--- config.mk ---
export PLATFORM = sky130hd
export DESIGN_NAME = char_incr
export DESIGN_NICKNAME = d
export VERILOG_FILES = /design/src/rtl/char_incr.sv
export SDC_FILE = /design/constraint.sdc
export NUM_CORES = 1
export LEC_CHECK = 0
export ABC_AREA = 0
export CORE_AREA = 2 2 39 41
export CTS_CLUSTER_SIZE = 8
export DETAILED_ROUTE_END_ITERATION = 8
export DIE_AREA = 0 0 41 43
export GPL_TIMING_DRIVEN = 0
export PLACE_DENSITY = 0.68
export SLEW_MARGIN = 20
export SYNTH_ARGS = -nofsm -noshare
export SYNTH_HDL_FRONTEND = slang
export SYNTH_SLANG_ARGS = --single-unit
--- constraint.sdc ---
create_clock -name clk -period 4.85 [get_ports clk]
set_input_delay 0.97 -clock clk [delete_from_list [all_inputs] [get_ports clk]]
set_output_delay 0.97 -clock clk [all_outputs]
set_load 0.02 [all_outputs]
--- src/rtl/char_incr.sv ---
// Address sequencer that walks curr_addr through the inclusive window [start_addr, end_addr],
// wrapping back to start_addr with a one-cycle overflow pulse on each wrap.
module char_incr #(
  parameter int unsigned ADDR_WIDTH = 4
) (
  input  logic                  clk,
  input  logic                  rst_n,
  input  logic [ADDR_WIDTH-1:0] start_addr,
  input  logic [ADDR_WIDTH-1:0] end_addr,
  output logic [ADDR_WIDTH-1:0] curr_addr,
  output logic                  overflow
);

  logic [ADDR_WIDTH-1:0] r_curr;
  logic                  r_ovf;

  logic                  w_degen;
  logic                  w_out_of_win;
  logic                  w_at_end;
  logic [ADDR_WIDTH-1:0] w_next_addr;
  logic                  w_next_ovf;

  assign w_degen      = (start_addr > end_addr);
  assign w_out_of_win = (r_curr < start_addr) || (r_curr > end_addr);
  assign w_at_end     = (r_curr == end_addr);

  // Priority: degenerate window, then reload, then wrap, then increment.
  // The increment only happens below end_addr, so it can never carry out of W bits.
  always_comb begin
    w_next_addr = r_curr + 1'b1;
    w_next_ovf  = 1'b0;
    if (w_degen || w_out_of_win) begin
      w_next_addr = start_addr;
    end else if (w_at_end) begin
      w_next_addr = start_addr;
      w_next_ovf  = 1'b1;
    end
  end

  always_ff @(posedge clk or negedge rst_n) begin
    if (!rst_n) begin
      r_curr <= '0;
      r_ovf  <= 1'b0;
    end else begin
      r_curr <= w_next_addr;
      r_ovf  <= w_next_ovf;
    end
  end

  assign curr_addr = r_curr;
  assign overflow  = r_ovf;

endmodule

==> out/metrics.yaml <==
run_status:
  status: "finished clean"
routing:
  vias: 384
  dr.first_iter.drc_count: 0
  first_pass_iters: 1
  drt-wirelength-per-cell_microns: 10.87
  drc: 0
  drt_wl_total_microns: 902
  final_antenna_net_count: 0
  vias_per_cell: 4.627
finish:
  nets: 90
  mostFrequentLayoutCells: "14 x clkdlybuf4s50_1, 12 x ha_1, 8 x inv_1"
  syn_to_final_growth_pct: 37.25
  diodes: 0
  drive_above_1_share: 0.1045
  instances_no_fill: 83
  final_common_cell: "clkdlybuf4s50_1"
synthesis:
  synth_top_cell_by_area: "ha_1"
  netlist_area_sq_um: 500.5
  ys_seq_area_frac: 0.2500
  synth_seq_cells: 5
  synth.distinct_cells: 24
  syn_inst: 49
  avgSynthCellArea_sq_um: 10.21
  ys_warn_count: 0
  synthTopCellsByArea: "ha_1 30%, dfrtp_1 25%, mux2i_1 6.0%"
  synth_top_area_frac: 0.3000
  synth.net_count: 71
power_and_ir_drop:
  power_density_nw_per_um2: 293.6
  p_total_uw: 201.7
  ir_worst_vdd_v: 0.0001265
  leakage_nw: 0.3566
floorplanning:
  fp.dieArea_sq_um: 1763
  initial_core_util: 0.3617
  core-area_sq_um: 1384
  die_w_microns: 41
  io_pins: 15
  die_h_microns: 43
  num_rows: 14
clock_network:
  clock-sinks: 5
  clk_pin_slew_worst_paths_ns: 0.05
  insertion_delay_ns: 0.24
  htree_levels: 1
  cts_root_buffer: "clkbuf_4"
  cts_buffer_depth: 2
  cts_setup_buffers: 0
  cts_buffers: 3
  cts_resized: 0
  cts_hold_buf: 0
  cts_tree: "built"
timing:
  tightest_slew_ns: 0.2283
  setup_viol: 0
  finalHoldViolCount: 0
  slew_violations: 0
  rsz0062_at_grt: "no"
  fin_tns_setup_ns: 0
  fmax_mhz: 379.6
  fin_skew_ns: 0.002605
  finalCritPeriodShare: 0.5431
  slew_headroom: 0.8467
  period_needed_ns: 2.634
critical_path:
  critPathArrivalTime_ns: 2.75
  path_max_fanout: 4
  crit_type: "input port to flip-flop"
  required_ns: 4.97
  cp-start-kind: "input port"
  setup.worst_path.end_class: "flip-flop"
placed_design:
  gp_congestion: 0.7376
  dp_cells: 79
  numPortBuffers: 14
  dpl.hpwl_microns: 795.5
global_routing:
  grt_pass1_vias: 372
  gr-total-overflow: 0
  grt_start_max_net_pins: 7
  grt_pass1_wl_microns: 1593
  globalRouteTotalUtil: 0.1360
  antenna_found_initial: 0
hold_path:
  worstHoldPathType: "flip-flop to flip-flop"
flow_run:
  drv_cap: 0
[layer usage]
metal / global-route usage / share of wire
met1: 0.1818 / 0.47
met4: 0.08000 / 0.016
met3: 0.02094 / 0.029
met2: 0.1969 / 0.49
met5: 0 / 0
[final cells by class]
type	count	area [sq um]
Clock buffer	4	26.28
Fill cell	139	696.9
Inverter	8	30.03
Multi-Input combinational cell	36	345.3
Sequential cell	5	125.1
Tap cell	16	20.02
Timing Repair Buffer	14	140.1
[sequential cells by signal, indices dropped and copies added, names as in the netlist]
register   cells
overflow       1
curr_addr      4
[Yosys cell counts (all sizes together)]
cell type,count
nor2,2
nand3,1
o211ai,1
o21a,1
xor2,1
ha,12
nand2b,1
inv,8
nor2b,1
mux2,1
and2,1
nand2,1
mux2i,3
nand4,1
xnor2,1
dfrtp,5
o21ai,2
nand4b,1
nor3,1
a21oi,2
a211o,1
a32o,1
[through the flow]
step / setup WS [ns] / cell area, sq um / util / hold slack (ns)
floorplan: 2.498 / 500.5 / - / 0.6376
global placement: 1.982 / 660.6 / 0.4774 / 0.5599
detailed placement: 1.957 / 660.6 / 0.4774 / 0.5521
CTS: 2.203 / 686.9 / 0.4964 / 0.5727
global route: 2.131 / 686.9 / 0.4964 / 0.6268
finish: 2.216 / 686.9 / 0.4964 / 0.5612
[cell families after synthesis]
family,after synthesis,synth area share
XOR/XNOR,2,0.03501
flip-flops,5,0.2500
multiplexers,4,0.08999
buffers and inverters,8,0.06000
AO/OA/AOI/OAI,8,0.1250
adder cells (fa/ha/maj),12,0.3000
AND/OR/NAND/NOR,10,0.1400
[final timing paths]
check	start	endpoint	slack [ns]	depth (start not counted)
worst max-delay path	end_addr[0]	curr_addr[1]	2.22	7
worst min-delay path	curr_addr[0]	curr_addr[0]	0.56	1
worst max register to register	curr_addr[0]	curr_addr[1]	2.94	7
worst min register to register	curr_addr[0]	curr_addr[0]	0.56	1
max in group asynchronous	rst_n	overflow	3.70	1
min in group asynchronous	rst_n	curr_addr[2]	0.96	1
[where the power goes]
group | internal, mW | total (mW) | switching (mW) | leakage (nW)
clock network | 0.0311 | 0.0479 | 0.0168 | 0.0150
logic | 0.0513 | 0.0961 | 0.0448 | 0.281
registers | 0.0483 | 0.0576 | 0.00938 | 0.0605
total | 0.131 | 0.202 | 0.0710 | 0.357
[worst max-delay path, cell delays in order]
cell	delay, ns
clkdlybuf4s50_1	0.44
ha_1	0.32
nand2b_1	0.14
a211o_1	0.29
o211ai_2	0.09
nand4b_4	0.17
mux2_4	0.33
Note: power is estimated with default switching activity, not from simulation.
